**src/rtl/imager_arbiter.sv**
```systemverilog
// Round-robin arbiter sharing one camera between flight FSM, ground station and
// maintenance, with start/capture/cooldown sequencing and a capture timeout.
module imager_arbiter #(
  parameter int TIMEOUT_CYCLES  = 1000,
  parameter int COOLDOWN_CYCLES = 4,
  parameter int CNT_W           = 16
) (
  input  logic       clk,
  input  logic       reset,
  input  logic [2:0] req,
  input  logic       abort,
  input  logic       cam_ready,
  input  logic       cam_done,
  input  logic [1:0] cam_pass,
  output logic       cam_start,
  output logic [2:0] gnt,
  output logic [2:0] done,
  output logic [1:0] result,
  output logic       timeout_err,
  output logic       busy,
  output logic [1:0] state_out
);

  typedef enum logic [1:0] {
    IDLE     = 2'd0,
    START    = 2'd1,
    CAPTURE  = 2'd2,
    COOLDOWN = 2'd3
  } state_t;

  localparam logic [CNT_W-1:0] TIMEOUT_LAST  = CNT_W'(TIMEOUT_CYCLES - 1);
  localparam logic [CNT_W-1:0] COOLDOWN_LAST = CNT_W'(COOLDOWN_CYCLES - 1);

  localparam logic [1:0] RES_PASS  = 2'b10;
  localparam logic [1:0] RES_FAIL  = 2'b01;
  localparam logic [1:0] RES_ABORT = 2'b00;

  state_t           state_q, state_d;
  logic [1:0]       win_q, win_d;
  logic [1:0]       ptr_q, ptr_d;
  logic [CNT_W-1:0] cnt_q, cnt_d;
  logic [2:0]       gnt_d, done_d;
  logic             cam_start_d;
  logic [1:0]       result_d;
  logic             timeout_err_d;

  logic [1:0]       pick;
  logic             finish;
  logic [1:0]       fin_result;
  logic             fin_timeout;

  // First requester found when searching upward (mod 3) from the pointer.
  function automatic logic [1:0] rr_pick(input logic [2:0] r, input logic [1:0] p);
    logic [1:0] w;
    w = 2'd0;
    case (p)
      2'd1: begin
        if (r[1])      w = 2'd1;
        else if (r[2]) w = 2'd2;
        else           w = 2'd0;
      end
      2'd2: begin
        if (r[2])      w = 2'd2;
        else if (r[0]) w = 2'd0;
        else           w = 2'd1;
      end
      default: begin
        if (r[0])      w = 2'd0;
        else if (r[1]) w = 2'd1;
        else           w = 2'd2;
      end
    endcase
    return w;
  endfunction

  function automatic logic [2:0] onehot(input logic [1:0] idx);
    logic [2:0] v;
    case (idx)
      2'd0:    v = 3'b001;
      2'd1:    v = 3'b010;
      default: v = 3'b100;
    endcase
    return v;
  endfunction

  assign pick = rr_pick(req, ptr_q);

  always_comb begin
    // NOTE: every variable driven here gets a default first, so no path can infer a latch.
    state_d       = state_q;
    win_d         = win_q;
    ptr_d         = ptr_q;
    cnt_d         = cnt_q;
    gnt_d         = gnt;
    done_d        = 3'b000;
    cam_start_d   = 1'b0;
    result_d      = result;
    timeout_err_d = timeout_err;
    finish        = 1'b0;
    fin_result    = RES_ABORT;
    fin_timeout   = 1'b0;

    case (state_q)
      IDLE: begin
        gnt_d = 3'b000;
        if ((|req) && cam_ready && !abort) begin
          win_d         = pick;
          gnt_d         = onehot(pick);
          cam_start_d   = 1'b1;
          timeout_err_d = 1'b0;
          ptr_d         = (pick == 2'd2) ? 2'd0 : pick + 2'd1;
          state_d       = START;
        end
      end

      START: begin
        cnt_d = '0;
        if (abort) begin
          finish     = 1'b1;
          fin_result = RES_ABORT;
        end else begin
          state_d = CAPTURE;
        end
      end

      CAPTURE: begin
        cnt_d = cnt_q + CNT_W'(1);
        if (abort) begin
          finish     = 1'b1;
          fin_result = RES_ABORT;
        end else if (cam_done) begin
          // A malformed verdict is treated as a failure.
          finish     = 1'b1;
          fin_result = (cam_pass == RES_PASS || cam_pass == RES_FAIL) ? cam_pass : RES_FAIL;
        end else if (cnt_q == TIMEOUT_LAST) begin
          finish      = 1'b1;
          fin_result  = RES_FAIL;
          fin_timeout = 1'b1;
        end
      end

      COOLDOWN: begin
        gnt_d = 3'b000;
        if (cnt_q == COOLDOWN_LAST) begin
          cnt_d   = '0;
          state_d = IDLE;
        end else begin
          cnt_d = cnt_q + CNT_W'(1);
        end
      end

      default: state_d = IDLE;
    endcase

    // Common completion path: done pulse and verdict land on the first COOLDOWN cycle.
    if (finish) begin
      state_d       = COOLDOWN;
      cnt_d         = '0;
      gnt_d         = 3'b000;
      done_d        = onehot(win_q);
      result_d      = fin_result;
      timeout_err_d = fin_timeout;
    end
  end

  // NOTE: sequential state uses non-blocking assignments so every register samples pre-edge values.
  always_ff @(posedge clk or posedge reset) begin
    if (reset) begin
      state_q     <= IDLE;
      win_q       <= 2'd0;
      ptr_q       <= 2'd0;
      cnt_q       <= '0;
      gnt         <= 3'b000;
      done        <= 3'b000;
      cam_start   <= 1'b0;
      result      <= RES_ABORT;
      timeout_err <= 1'b0;
    end else begin
      state_q     <= state_d;
      win_q       <= win_d;
      ptr_q       <= ptr_d;
      cnt_q       <= cnt_d;
      gnt         <= gnt_d;
      done        <= done_d;
      cam_start   <= cam_start_d;
      result      <= result_d;
      timeout_err <= timeout_err_d;
    end
  end

  assign busy      = (state_q != IDLE);
  assign state_out = state_q;

endmodule

```
**config.mk**
```make
export PLATFORM = sky130hd
export DESIGN_NAME = imager_arbiter
export DESIGN_NICKNAME = d
export VERILOG_FILES = /design/src/rtl/imager_arbiter.sv
export SDC_FILE = /design/constraint.sdc
export NUM_CORES = 1
export LEC_CHECK = 0
export ABC_AREA = 0
export CAP_MARGIN = 40
export CELL_PAD_IN_SITES_DETAIL_PLACEMENT = 0
export CELL_PAD_IN_SITES_GLOBAL_PLACEMENT = 1
export CORE_MARGIN = 2
export CORE_UTILIZATION = 45
export DETAILED_ROUTE_END_ITERATION = 6
export HOLD_SLACK_MARGIN = 0.02
export MAX_ROUTING_LAYER = met4
export PLACE_DENSITY = 0.84
export RECOVER_POWER = 25
export SLEW_MARGIN = 20
export SYNTH_ARGS = -nofsm -noshare
export SYNTH_HDL_FRONTEND = slang
export SYNTH_SLANG_ARGS = --single-unit
```
**constraint.sdc**
```tcl
create_clock -name clk -period 3.8 [get_ports clk]
set_clock_uncertainty 0.2 [all_clocks]
set_input_delay 0.38 -clock clk [delete_from_list [all_inputs] [get_ports clk]]
set_output_delay 0.38 -clock clk [all_outputs]
set_load 0.005 [all_outputs]
```
== After elaboration in Yosys (flattened, before gate mapping) ==
Index checks and enable logic that the tools add are counted.
W data, S select, Z words.

* Bits in registers: 32
* RAM bits: 0
* Bits in latches: 0
* Memories kept: 0
* Logic and storage cells: 83
* Bits in read-only memories: 0
* Output and inout bits: 13
* Bits of input ports: 10

* Eq/ne operators: 15
* Magnitude comparators: 0
* Muxes and demuxes: 40
* Shift operators: 0
* Add/subtract/negate cells: 2
* $mul: 0
* Divide/modulo/power cells: 0
* Bitwise logic cells: 0
* Reduce and logical (&&, ||, !) cells: 17

{| class="wikitable"
|+ Operator list
! cell !! number
|-
| $pmux W16 S3 || 1
|-
| $mux W16 || 2
|-
| $mux W2 || 14
|-
| $pmux W3 S2 || 3
|-
| $add A16 B1 Y16 const B || 1
|-
| $eq A16 B10 Y1 const B || 1
|-
| $eq A16 B2 Y1 const B || 1
|-
| $mux W1 || 14
|-
| $eq A2 B1 Y1 const B || 5
|-
| $eq A2 B2 Y1 const B || 5
|-
| $mux W3 || 3
|-
| $ne A3 B3 Y1 const B || 3
|-
| $reduce_bool A4 Y1 || 2
|-
| $logic_not A2 Y1 || 3
|-
| $pmux W2 S3 || 1
|-
| $reduce_bool A2 Y1 || 3
|-
| $pmux W2 S2 || 1
|-
| $reduce_and A2 Y1 || 2
|-
| $reduce_and A4 Y1 || 1
|-
| $reduce_bool A3 Y1 || 1
|-
| $reduce_or A3 Y1 || 1
|-
| $add A2 B1 Y2 const B || 1
|-
| $logic_and A1 B1 Y1 || 2
|-
| $pmux W1 S2 || 1
|-
| 2 further kinds || 2
|}

== Depth between registers and ports, before layout ==
Gate-level depths: netlist of run 1.

* Depth in word-level cells: 8
* Depth in mapped cells: 8
* Depth with buffers taken out: 8

== Least setup slack after synthesis of run 1 ==
Ideal clock, no wire load.

* Path kind: register to register
* Start point: register cnt_q[0]
* End point: register cnt_q[3]
* Buffers on the path: 1
* Data arrival time: 1.935 ns
* Path slack: 1.589 ns
* Period minus slack after synthesis: 2.211 ns
* Cell stages (with the launch flop): 8
* Cell sequence: dfrtp_1 > ha_1 > and3_4 > a41o_1 > a21bo_1 > buf_6 > or4_1 > o21ai_1

* Cells in the longest elaborated chain, start to end: 6
* Elaborated cells on any way between the ends: 11
* Classes of those cells: 1 x add/sub; 2 x eq/ne; 7 x mux; 1 x reduce/logical

{| class="wikitable"
|+ Ends and longest elaborated chain
! item !! line !! text
|-
| start, declared || 41 || <nowiki>logic [CNT_W-1:0] cnt_q, cnt_d;</nowiki>
|-
| start signal, assigned || 182 || <nowiki>cnt_q <= cnt_d;</nowiki>
|-
| branches (longest 6 deep; another with $add A16 B1 Y16) || n/a ||
|}

Parallel ways; which one is timed is not known.
A chain may end at the register's enable or synchronous reset.

== Final worst setup path of run 1 ==
* Start point: register cnt_q[0]
* End point: register cnt_q[11]

Same word-level chain as after synthesis.

==> results of run 1 <==
registers in the layout, summed over array words and instances, names as in the netlist:
signal / count
ptr_q: 2
state_out: 2
result: 2
done: 3
cnt_q: 16
cam_start: 1
timeout_err: 1
win_q: 2
gnt: 3
area by class of cell:
cell class | instances | area (um2) | share of cell area
Multi-Input combinational cell | 152 | 993 | 0.445
Sequential cell | 32 | 801 | 0.359
Timing Repair Buffer | 24 | 239 | 0.107
Clock buffer | 6 | 82.6 | 0.0370
Tap cell | 50 | 62.6 | 0.0280
Inverter | 12 | 45.0 | 0.0202
Clock inverter | 2 | 10.0 | 0.00448
worst paths after layout:
| path | from | end | slack, ps | depth (start not counted) |
|---|---|---|---|---|
| hold reg to reg | win_q[0] | done[0] | 260 | 1 |
| setup / recovery | cnt_q[0] | cnt_q[11] | 1310 | 6 |
| max in group asynchronous | reset | cnt_q[12] | 1420 | 3 |
| min in group asynchronous | reset | win_q[1] | 970 | 3 |
| setup reg to reg | cnt_q[0] | cnt_q[11] | 1310 | 6 |
| hold / removal | win_q[0] | done[0] | 260 | 1 |
per-stage QoR:
| stage | hold WS [ps] | instance area [um2] |
|---|---|---|
| final | 261 | 2230 |
| after global placement | 240 | 2130 |
| after global routing | 318 | 2230 |
| after floorplan | 227 | 1880 |
| after CTS | 270 | 2220 |
| after detailed placement | 261 | 2130 |
logic make-up after synthesis:
| kind of cell | after synthesis |
|---|---|
| DFF | 32 |
| muxes | 4 |
| buffers and inverters | 18 |
| AOI/OAI and AO/OA | 50 |
| and+or+nand+nor | 90 |
| adders and majority gates | 8 |
power by group through the flow:
stage	logic, uW	clock network [uW]	registers, uW
floorplan	461	0	457
global placement	619	0	462
detailed placement	641	0	467
CTS	644	281	461
global route	735	296	473
finish	661	276	462
worst max-delay path: stages, from the launching register on:
cell,delay [ps]
dfrtp_1,430
ha_1,280
nor4b_1,190
a41oi_1,290
a21boi_2,470
nand2b_2,180
o41ai_2,340
placed cells by master (no fill, tap or decap), types with 2 or more instances in the layout:
cell / instances
dfrtp_1: 32
nand2_1: 22
clkdlybuf4s50_1: 21
inv_1: 12
nand3_1: 11
o21ai_0: 11
nor2_1: 10
ha_1: 8
nor3_1: 7
nor4_1: 6
clkbuf_8: 6
nand2b_1: 5
o21a_1: 4
nand4_1: 4
and3_1: 4
mux2i_1: 4
o22ai_1: 4
and2_1: 3
or4_1: 3
o311ai_1: 3
nor2b_1: 3
a21o_1: 3
a21oi_1: 3
a22oi_1: 2
o2bb2ai_1: 2
o31ai_1: 2
o21ai_1: 2
clkinv_2: 2
metal layers:
metal	vias to the layer above	GRT usage	wire length (um)
met5	-	-	0
met4	0	0.0600	63
met1	756	0.286	2120
met3	8	0.0519	169
met2	33	0.321	1970
li1	804	-	-
==> flow_summary.json, run 1 <==
{
  "floorplan.initialDensity": 0.470,
  "synth_warnings": 0,
  "power.density_nw_per_um2": 627,
  "syn_inst": 202,
  "areaGrowthSynthToFinish_pct": 18.9,
  "violations": "max-capacitance violations, max-slew violations",
  "ctsHoldBuffers": 0,
  "start_kind": "register",
  "slew_violations": 33,
  "syn_area_um2": 1880,
  "power_frac_comb": 0.473,
  "worstSetupEndpointType": "register",
  "portBuffers": 22,
  "final_util": 0.558,
  "synth_edf_count": 0,
  "synth_cell_types": 54,
  "ir_drop_mv": 0.472,
  "crit_required_ps": 3790,
  "wl_per_cell_um": 15.6,
  "p_seq_frac": 0.330,
  "grt_usage": 0.213,
  "drt-initial-drc-count": 96,
  "fin_cells": 278,
  "period_share": 0.655,
  "tns_ps": 0,
  "cts-root-buf": "clkbuf_8",
  "leakagePower_uw": 0.000939,
  "n_fill_cell": 375,
  "clockBufferDepth": 2,
  "grt_max_degree": 33,
  "yosysSeqAreaShare": 0.426,
  "synthSimpleGateAreaFrac": 0.260,
  "worstPathArrival_ps": 2480,
  "ys_top_cells_by_area": "dfrtp_1 (43%), ha_1 (5.3%), nand2_1 (4.4%)",
  "place_ws_ps": 1130,
  "cts.sinks": 32,
  "finalSetupViolCount": 0,
  "antenna_cells": 0,
  "firstDrtPassIters": 4,
  "post-dp-hpwl_um": 3180,
  "p_sw_uw": 561,
  "async_reset_ff_frac": 1.00,
  "fmax_mhz": 402,
  "ant_nets": 0,
  "drive_above_1_share": 0.0746,
  "synth_most_common_cell": "dfrtp_1",
  "die_area_um2": 4710,
  "min_period_ps": 2490,
  "syn_nets": 220,
  "relSlewSlack": -0.175,
  "muxShareOfSynthArea": 0.0213,
  "place_congestion": 0.889,
  "rsz0062_at_grt": "no",
  "syn_area_per_cell_um2": 9.30,
  "nets": 245,
  "synthXorXnorAreaFrac": 0,
  "clock_latency_ps": 290,
  "htreeDepth": 2,
  "grt_first_pass_wirelength_um": 7250,
  "drc": 0,
  "cts_resized": 0,
  "cts_buffers": 5,
  "synth_compound_area_frac": 0.195,
  "overflow": 0,
  "clkPwrFrac": 0.198,
  "core_um2": 4000,
  "die_y_um": 68.6,
  "die_x_um": 68.6,
  "outcome": "finished with violations",
  "hp-class": "register to register",
  "clkTransAtPathRegs_ps": 70,
  "num_vias": 1601,
  "synth_top_family_by_area": "simple AND/OR/NAND/NOR gates",
  "max_cap_viol_count": 1,
  "drt-vias-per-instance": 5.76,
  "worstSetupPathType": "register to register",
  "cts_tree": "built",
  "synth_common_cells": "dfrtp_1 (32), nand2_1 (22), inv_1 (12)",
  "dp_cells": 269,
  "p_sw_frac": 0.401,
  "synth_largest_area_cell": "dfrtp_1",
  "power.internal_uw": 838,
  "fin_ws_ps": 1310,
  "crit_fanout": 9,
  "hold_violations": 0,
  "io_pins": 23,
  "post_cts.repair.setup_buffers": 0,
  "synth_top_area_share": 0.426,
  "synth_fa_ha_area_frac": 0.0533,
  "worst_pin_slew_ps": 1760,
  "routed_wl_um": 4330,
  "finalPower_uw": 1400,
  "antenna_found_initial": 0,
  "rows": 23,
  "grt_pass1_vias": 1517,
  "synth_seq_cells": 32,
  "synth_ff_type": "dfrtp_1"
}
Note: power is estimated with default switching activity, not from simulation.
==> run 2: changes to the inputs <==
- CORE_UTILIZATION: 45 -> 42
- PLACE_DENSITY: 0.84 -> 0.79
- clock period: 3.8 -> 2.4 ns (I/O delays scaled with it)
==> run 2 against run 1 <==
The flow now finishes without violations. Worst hold slack got worse by 5.7 ps. Non-clock buffer count rose by 12. Combinational power rose by 75%. Via count rose by 5.9%. Die area rose by 6.7%. Final cell count rose by 5.0%. Worst setup slack got worse by 1200 ps. Power rose by 64%. Fmax rose by 10%. Sequential power rose by 55%. Critical path depth did not move. Critical path type unchanged. Critical endpoint is now cnt_q[3]. Highest routed layer unchanged.
==> flow_summary.json, run 2 (synthesis results as in run 1) <==
{
  "n_fill_cell": 399,
  "io_pins": 23,
  "p_sw_uw": 879,
  "clockBufferDepth": 2,
  "worstSetupPathType": "register to register",
  "p_seq_frac": 0.313,
  "cts_resized": 0,
  "worst_pin_slew_ps": 817,
  "slew_violations": 0,
  "hp-class": "register to register",
  "die_x_um": 70.9,
  "stdcell_area_um2": 2340,
  "place_area_um2": 2230,
  "grt_usage": 0.187,
  "drt-initial-drc-count": 108,
  "drive_above_1_share": 0.133,
  "worstSetupEndpointType": "register",
  "ant_nets": 0,
  "leakagePower_uw": 0.000992,
  "largest_reg_flops": 16,
  "worstPathArrival_ps": 2260,
  "wl_per_cell_um": 14.5,
  "num_vias": 1696,
  "cts.sinks": 32,
  "antenna_found_initial": 0,
  "cts-root-buf": "clkbuf_8",
  "relSlewSlack": 0.455,
  "areaGrowthSynthToFinish_pct": 24.4,
  "core_um2": 4320,
  "rows": 24,
  "largest_register": "cnt_q",
  "cts_tree": "built",
  "htreeDepth": 2,
  "floorplan.initialDensity": 0.434,
  "power.density_nw_per_um2": 981,
  "ir_drop_mv": 0.458,
  "clkTransAtPathRegs_ps": 70,
  "fmax_mhz": 443,
  "power.internal_uw": 1410,
  "routed_wl_um": 4240,
  "mostFrequentLayoutCells": "dfrtp_1 (32), nand2_1 (22), clkdlybuf4s50_1 (21)",
  "grt_pass1_vias": 1601,
  "largest_registers": "cnt_q (16), done (3), gnt (3)",
  "grt_first_pass_wirelength_um": 7360,
  "period_share": 0.941,
  "outcome": "finished clean",
  "layout_commonest_cell": "dfrtp_1",
  "rsz0062_at_grt": "no",
  "clkPwrFrac": 0.183,
  "hold_violations": 0,
  "ctsHoldBuffers": 0,
  "min_period_ps": 2260,
  "finalSetupViolCount": 0,
  "max_cap_viol_count": 0,
  "die_y_um": 70.9,
  "crit_required_ps": 2400,
  "crit_fanout": 5,
  "die_area_um2": 5020,
  "firstDrtPassIters": 4,
  "p_sw_frac": 0.384,
  "overflow": 0,
  "portBuffers": 22,
  "tns_ps": 0,
  "start_kind": "register",
  "nets": 257,
  "place_congestion": 0.885,
  "post-dp-hpwl_um": 3210,
  "grt_max_degree": 33,
  "power_frac_comb": 0.504,
  "antenna_cells": 0,
  "drc": 0,
  "post_cts.repair.setup_buffers": 0,
  "drt-vias-per-instance": 5.81,
  "cts_buffers": 5,
  "clock_latency_ps": 280
}
-- run 2: power groups by stage --
stage / combinational [uW] / clock, uW / sequential (uW)
after global placement: 1110 / 0 / 724
final: 1160 / 419 / 718
after CTS: 1150 / 432 / 718
after global routing: 1280 / 455 / 733
after detailed placement: 1140 / 0 / 728
after floorplan: 729 / 0 / 723
-- run 2: layout make-up --
type                    count  area (um2)  share of cell area
clock buffers               8        90.1              0.0386
repair buffers             36         323               0.138
well taps                  52        65.1              0.0279
multi-input cells         152        1010               0.433
inverters                  12        45.0              0.0193
flip-flops and latches     32         801               0.343
-- run 2: final timing paths --
check | startpoint | end | slack, ps | cells past startpoint
worst max-delay path | cnt_q[1] | cnt_q[3] | 140 | 6
worst min-delay path | win_q[0] | done[0] | 260 | 1
worst max register to register | cnt_q[1] | cnt_q[3] | 140 | 6
worst min register to register | win_q[0] | done[0] | 260 | 1
max in group asynchronous | reset | done[0] | 1040 | 3
min in group asynchronous | reset | cnt_q[0] | 430 | 3
-- run 2: metal layers --
layer / share of wire / vias to the layer above / track usage
met4: 0.0045 / 0 / 0.0377
met3: 0.044 / 4 / 0.0385
met2: 0.46 / 37 / 0.297
met5: 0 / - / -
met1: 0.49 / 834 / 0.250
li1: - / 821 / -
-- run 2: per-stage QoR --
| step | hold WS (ps) | std cells | setup WS (ps) | util | total power (uW) |
|---|---|---|---|---|---|
| 6_report | 256 | 292 | 143 | 0.540 | 2290 |
| 5_1_grt | 268 | 292 | 17.7 | 0.540 | 2470 |
| 4_1_cts | 166 | 292 | 35.4 | 0.536 | 2300 |
| 3_5_place_dp | 251 | 284 | 47.8 | 0.516 | 1870 |
| 3_3_place_gp | 241 | 284 | 100 | 0.516 | 1830 |
| 2_1_floorplan | 156 | 202 | 189 | - | 1450 |
-- run 2: worst max-delay path: stages, from the launching register on --
cell     delay, ps
dfrtp_1        400
ha_1           250
and3_4         210
a41o_1         290
a21bo_1        240
or4_1          490
o21ai_1         90
